==> src/rtl/vm_change_pkg.sv <==
// Shared types and constants for the change dispenser: FSM states,
// coin denominations and their unit values.
package vm_change_pkg;

  localparam int unsigned AMT_W = 4;

  typedef enum logic [2:0] {
    IDLE,
    SEL,
    ISSUE,
    DONE,
    FAULT
  } state_e;

  localparam logic DEN_1 = 1'b0;
  localparam logic DEN_2 = 1'b1;

  localparam logic [AMT_W-1:0] COIN_VAL_1 = 4'd1;
  localparam logic [AMT_W-1:0] COIN_VAL_2 = 4'd2;

  function automatic logic [AMT_W-1:0] coin_value(input logic den);
    return (den == DEN_2) ? COIN_VAL_2 : COIN_VAL_1;
  endfunction

endpackage

==> src/rtl/change_hopper_ctr.sv <==
// Coin level of one hopper: saturating add on refill, floor-at-zero
// decrement on each ejected coin.
module change_hopper_ctr
  import vm_change_pkg::*;
#(
  parameter int unsigned CAP = 15
) (
  input  logic             clk,
  input  logic             reset,
  input  logic             inc_en,
  input  logic [AMT_W-1:0] inc_amt,
  input  logic             dec_en,
  output logic [AMT_W-1:0] level
);

  logic [AMT_W-1:0] level_d, level_q;
  logic [AMT_W:0]   sum;

  always_comb begin
    sum     = {1'b0, level_q} + {1'b0, inc_amt};
    level_d = level_q;
    if (inc_en) begin
      level_d = (sum > (AMT_W+1)'(CAP)) ? AMT_W'(CAP) : sum[AMT_W-1:0];
    end else if (dec_en && (level_q != '0)) begin
      level_d = level_q - AMT_W'(1);
    end
  end

  always_ff @(posedge clk) begin
    if (reset) level_q <= '0;
    else       level_q <= level_d;
  end

  assign level = level_q;

endmodule

==> src/rtl/change_dispenser.sv <==
// Change payout controller: greedily ejects 2-unit then 1-unit coins from
// two hoppers until the accepted amount is paid, with ack timeout.
module change_dispenser
  import vm_change_pkg::*;
#(
  parameter int unsigned HOPPER_CAP  = 15,
  parameter int unsigned ACK_TIMEOUT = 8
) (
  input  logic             clk,
  input  logic             reset,
  input  logic             change_req,
  input  logic [AMT_W-1:0] change_amount,
  output logic             ready,
  input  logic             refill,
  input  logic             refill_den,
  input  logic [AMT_W-1:0] refill_count,
  output logic             dispense_valid,
  output logic             dispense_den,
  input  logic             dispense_ack,
  output logic             done,
  output logic             fault,
  output logic [AMT_W-1:0] remaining,
  output logic [AMT_W-1:0] level1,
  output logic [AMT_W-1:0] level2
);

  localparam int unsigned TMO_W = $clog2(ACK_TIMEOUT + 1);

  state_e           state_d, state_q;
  logic [AMT_W-1:0] remaining_d, remaining_q;
  logic             den_d, den_q;
  logic [TMO_W-1:0] tmo_d, tmo_q;
  logic             inc1, inc2, dec1, dec2;

  always_comb begin
    state_d        = state_q;
    remaining_d    = remaining_q;
    den_d          = den_q;
    tmo_d          = tmo_q;
    ready          = 1'b0;
    dispense_valid = 1'b0;
    done           = 1'b0;
    fault          = 1'b0;
    inc1           = 1'b0;
    inc2           = 1'b0;
    dec1           = 1'b0;
    dec2           = 1'b0;

    unique case (state_q)
      IDLE: begin
        ready = 1'b1;
        if (refill) begin
          inc1 = (refill_den == DEN_1);
          inc2 = (refill_den == DEN_2);
        end
        if (change_req) begin
          remaining_d = change_amount;
          state_d     = SEL;
        end
      end
      SEL: begin
        if (remaining_q == '0) begin
          state_d = DONE;
        end else if ((remaining_q >= COIN_VAL_2) && (level2 != '0)) begin
          den_d   = DEN_2;
          tmo_d   = '0;
          state_d = ISSUE;
        end else if (level1 != '0) begin
          den_d   = DEN_1;
          tmo_d   = '0;
          state_d = ISSUE;
        end else begin
          state_d = FAULT;
        end
      end
      ISSUE: begin
        dispense_valid = 1'b1;
        if (dispense_ack) begin
          dec1        = (den_q == DEN_1);
          dec2        = (den_q == DEN_2);
          remaining_d = remaining_q - coin_value(den_q);
          state_d     = SEL;
        end else if (tmo_q == TMO_W'(ACK_TIMEOUT - 1)) begin
          state_d = FAULT;
        end else begin
          tmo_d = tmo_q + TMO_W'(1);
        end
      end
      DONE: begin
        done    = 1'b1;
        state_d = IDLE;
      end
      FAULT: begin
        fault   = 1'b1;
        state_d = IDLE;
      end
      default: state_d = IDLE;
    endcase
  end

  always_ff @(posedge clk) begin
    if (reset) begin
      state_q     <= IDLE;
      remaining_q <= '0;
      den_q       <= DEN_1;
      tmo_q       <= '0;
    end else begin
      state_q     <= state_d;
      remaining_q <= remaining_d;
      den_q       <= den_d;
      tmo_q       <= tmo_d;
    end
  end

  change_hopper_ctr #(.CAP(HOPPER_CAP)) u_hopper1 (
    .clk    (clk),
    .reset  (reset),
    .inc_en (inc1),
    .inc_amt(refill_count),
    .dec_en (dec1),
    .level  (level1)
  );

  change_hopper_ctr #(.CAP(HOPPER_CAP)) u_hopper2 (
    .clk    (clk),
    .reset  (reset),
    .inc_en (inc2),
    .inc_amt(refill_count),
    .dec_en (dec2),
    .level  (level2)
  );

  assign dispense_den = den_q;
  assign remaining    = remaining_q;

endmodule

==> config.mk <==
export PLATFORM = sky130hd
export DESIGN_NAME = change_dispenser
export DESIGN_NICKNAME = d
export VERILOG_FILES = /design/src/rtl/vm_change_pkg.sv /design/src/rtl/change_hopper_ctr.sv /design/src/rtl/change_dispenser.sv
export SDC_FILE = /design/constraint.sdc
export NUM_CORES = 1
export LEC_CHECK = 0
export ABC_CLOCK_PERIOD_IN_PS = 2009
export CAP_MARGIN = 20
export CELL_PAD_IN_SITES_DETAIL_PLACEMENT = 1
export CELL_PAD_IN_SITES_GLOBAL_PLACEMENT = 2
export CORE_MARGIN = 2
export CORE_UTILIZATION = 27
export DETAILED_ROUTE_END_ITERATION = 10
export PLACE_DENSITY = 0.72
export SETUP_SLACK_MARGIN = 0.5
export SLEW_MARGIN = 0
export SYNTH_ARGS = -nofsm -noshare
export SYNTH_HDL_FRONTEND = slang
export SYNTH_SLANG_ARGS = --single-unit
==> constraint.sdc <==
create_clock -name clk -period 2.01 [get_ports clk]
set_clock_uncertainty 0.2 [all_clocks]
set_input_delay 0.3015 -clock clk [delete_from_list [all_inputs] [get_ports clk]]
set_output_delay 0.3015 -clock clk [all_outputs]
set_load 0.05 [all_outputs]
==> results.json <==
{
  "synth_common_cells": "dfxtp_1 (20), inv_1 (15), nor2_1 (15), ha_1 (13), a21oi_1 (9)",
  "clk_pin_slew_ns": 0.08,
  "drtAntennaViolNets": 0,
  "finalSetupViolCount": 0,
  "initial_core_util_pct": 27.7,
  "wl_per_cell_um": 16.7,
  "num_antenna_cells": 0,
  "die_h_um": 78.9,
  "finalMaxSlewViolations": 0,
  "synth_edf_count": 0,
  "yosysTopAreaCell": "dfxtp_1",
  "worst_slew_pin_slew_ns": 0.484,
  "syn_inst": 175,
  "syn_area_um2": 1520,
  "finalPower_mw": 3.59,
  "via_count": 1623,
  "io_buffers": 30,
  "hold_viol_final": 0,
  "grt_pass1_vias": 1711,
  "yosys-top-cells-area": "dfxtp_1 (26%), ha_1 (11%), fa_1 (4.0%)",
  "core_um2": 5470,
  "synthArstFlopShare_pct": 0,
  "io_pins": 31,
  "drt-total-wl_um": 5330,
  "postSynthAreaPerCell_um2": 8.67,
  "power.density_nw_per_um2": 1330,
  "finalCritPeriodShare_pct": 96.3,
  "die_w_um": 78.9,
  "required_ns": 1.95,
  "syn_to_final_growth_pct": 78.1,
  "first_pass_iters": 2,
  "final_area_um2": 2700,
  "synth.most_common_cell": "dfxtp_1",
  "cts_inserted_buffers": 3,
  "relSlewSlack_pct": 67.5,
  "yosys_warnings": 0,
  "cts_root_buf": "clkbuf_8",
  "dp_cells": 295,
  "nNetsFinal": 278,
  "crit_fanout": 4,
  "synth_top_area_share_pct": 26.4,
  "gp_congestion": 0.778,
  "dp_hpwl_um": 3880,
  "yosysUniqueCellTypes": 47,
  "cp.arrival_ns": 1.88,
  "end_kind": "flip-flop",
  "viasPerCell": 5.09,
  "ys_seq_elements": 20,
  "placed_area_um2": 2210,
  "htreeDepth": 1,
  "status": "finished clean",
  "clock_path_buffers": 2,
  "max-cap-violations": 0,
  "post-route-util_pct": 49.3,
  "grt_max_degree": 13,
  "synthesis.nets": 205,
  "clock-sinks": 20,
  "p_leak_nw": 1.10,
  "finalNonFillerCells": 319,
  "num_rows": 27,
  "grt_overflow": 0,
  "grtUsageTotal_pct": 17.5,
  "cts_tree": "yes",
  "yosysSeqAreaShare_pct": 26.4,
  "path_class": "in -> reg",
  "drive_gt1_share_pct": 54.7,
  "die_area_um2": 6230,
  "startpoint_type": "input pin",
  "drc": 0,
  "ys.flop_type": "dfxtp_1",
  "clock_latency_ns": 0.27,
  "ir_drop_uv": 520,
  "rsz0062_at_grt": "true",
  "min_path_type": "reg -> reg",
  "grt_pass1_wl_um": 8540,
  "antenna_found_initial": 0,
  "fmaxAchievable_mhz": 517,
  "drt_iter0_markers": 13,
  "final.min_clock_period_ns": 1.93
}
## power by group
| group | internal (mW) | total (mW) | leakage, nW | switching (mW) |
|---|---|---|---|---|
| sequential | 0.526 | 0.702 | 0.172 | 0.177 |
| combinational | 1.21 | 2.47 | 0.891 | 1.26 |
| clock | 0.266 | 0.412 | 0.0357 | 0.146 |
## layout make-up
| cell class | count | area [um^2] |
|---|---|---|
| inverters | 16 | 77.6 |
| repair buffers | 72 | 676 |
| fillers | 628 | 2770 |
| clock buffers | 3 | 41.3 |
| flip-flops and latches | 20 | 442 |
| clock inverters | 1 | 30.0 |
| well taps | 72 | 90.1 |
| multi-input cells | 135 | 1340 |
## state kept, by name, indices dropped and copies added (netlist names)
signal           count
u_hopper1.level      4
state_q              3
u_hopper2.level      4
remaining            4
tmo_q                4
dispense_den         1
## path summary, 6_finish.rpt
check / depth (start not counted) / slack (ns) / start / end
max: 6 / 0.08 / refill_count[2] / u_hopper1.level[3]
min: 2 / 0.33 / remaining[1] / remaining[1]
max reg2reg: 7 / 0.11 / u_hopper1.level[0] / u_hopper1.level[3]
min reg2reg: 2 / 0.33 / remaining[1] / remaining[1]
## layout by cell type (no fill, tap or decap), drive strengths merged, types with 2 or more instances in the layout
cell type,netlist,routed
o21a,2,2
nor2b,4,4
nand2,7,7
dfxtp,20,20
nor2,15,15
xnor2,2,2
a21o,4,4
nor3,9,9
and3,2,2
a21boi,2,2
dlygate4sd2,0,4
fa,3,3
mux2i,4,4
nor3b,5,5
nand2b,3,3
clkdlybuf4s50,0,9
clkbuf,2,3
nand3,4,4
o21ai,7,7
a2111oi,2,2
nand3b,3,3
a221oi,4,4
a211oi,8,8
inv,15,15
o211ai,2,2
buf,2,59
a21oi,9,9
xor2,3,3
nand4b,2,2
mux2,2,2
or3b,2,2
nor4,3,3
ha,13,13
## cells by family (layout without fill, tap and decap cells)
| group | Yosys count | in the layout | synth area share, % |
|---|---|---|---|
| xor+xnor | 5 | 5 | 2.89 |
| buf+inv | 20 | 92 | 5.36 |
| mux | 6 | 6 | 4.62 |
| compound gates | 46 | 46 | 21.5 |
| fa+ha+maj | 16 | 16 | 14.7 |
| simple gates | 62 | 62 | 24.6 |
| flops | 20 | 20 | 26.4 |
## through the flow
stage / hold WS [ns] / setup slack, ns / setup TNS [ns]
finish: 0.334 / 0.0753 / 0
global route: 0.358 / 0.0432 / 0
CTS: 0.324 / 0.0920 / 0
detailed placement: 0.316 / -0.514 / -3.35
global placement: 0.289 / -0.377 / -2.71
floorplan: 0.282 / 0.0405 / 0
## repair_timing
| action | in CTS | in global routing |
|---|---|---|
| hold buffers | 0 | 0 |
| pin swaps | 23 | 20 |
| setup buffers | 14 | 6 |
| resized for setup | 46 | 30 |
| setup endpoints to repair | 25 | 27 |
## critical path: stages
cell	delay, ns
clkdlybuf4s50_1	0.47
ha_1	0.39
nor2_1	0.24
a211oi_4	0.06
o41ai_2	0.29
o311ai_1	0.13
## metal layers
metal / part of all wire [%] / global-route usage, % / vias to the layer above / routed length (um)
met2: 53 / 32.6 / 24 / 2850
met4: 2.0 / 5.52 / 0 / 108
met5: 0 / 0 / - / 0
met3: 2.6 / 3.18 / 8 / 140
li1: - / - / 795 / -
met1: 42 / 20.1 / 796 / 2230
No activity file was read; power rests on OpenSTA's default activity.
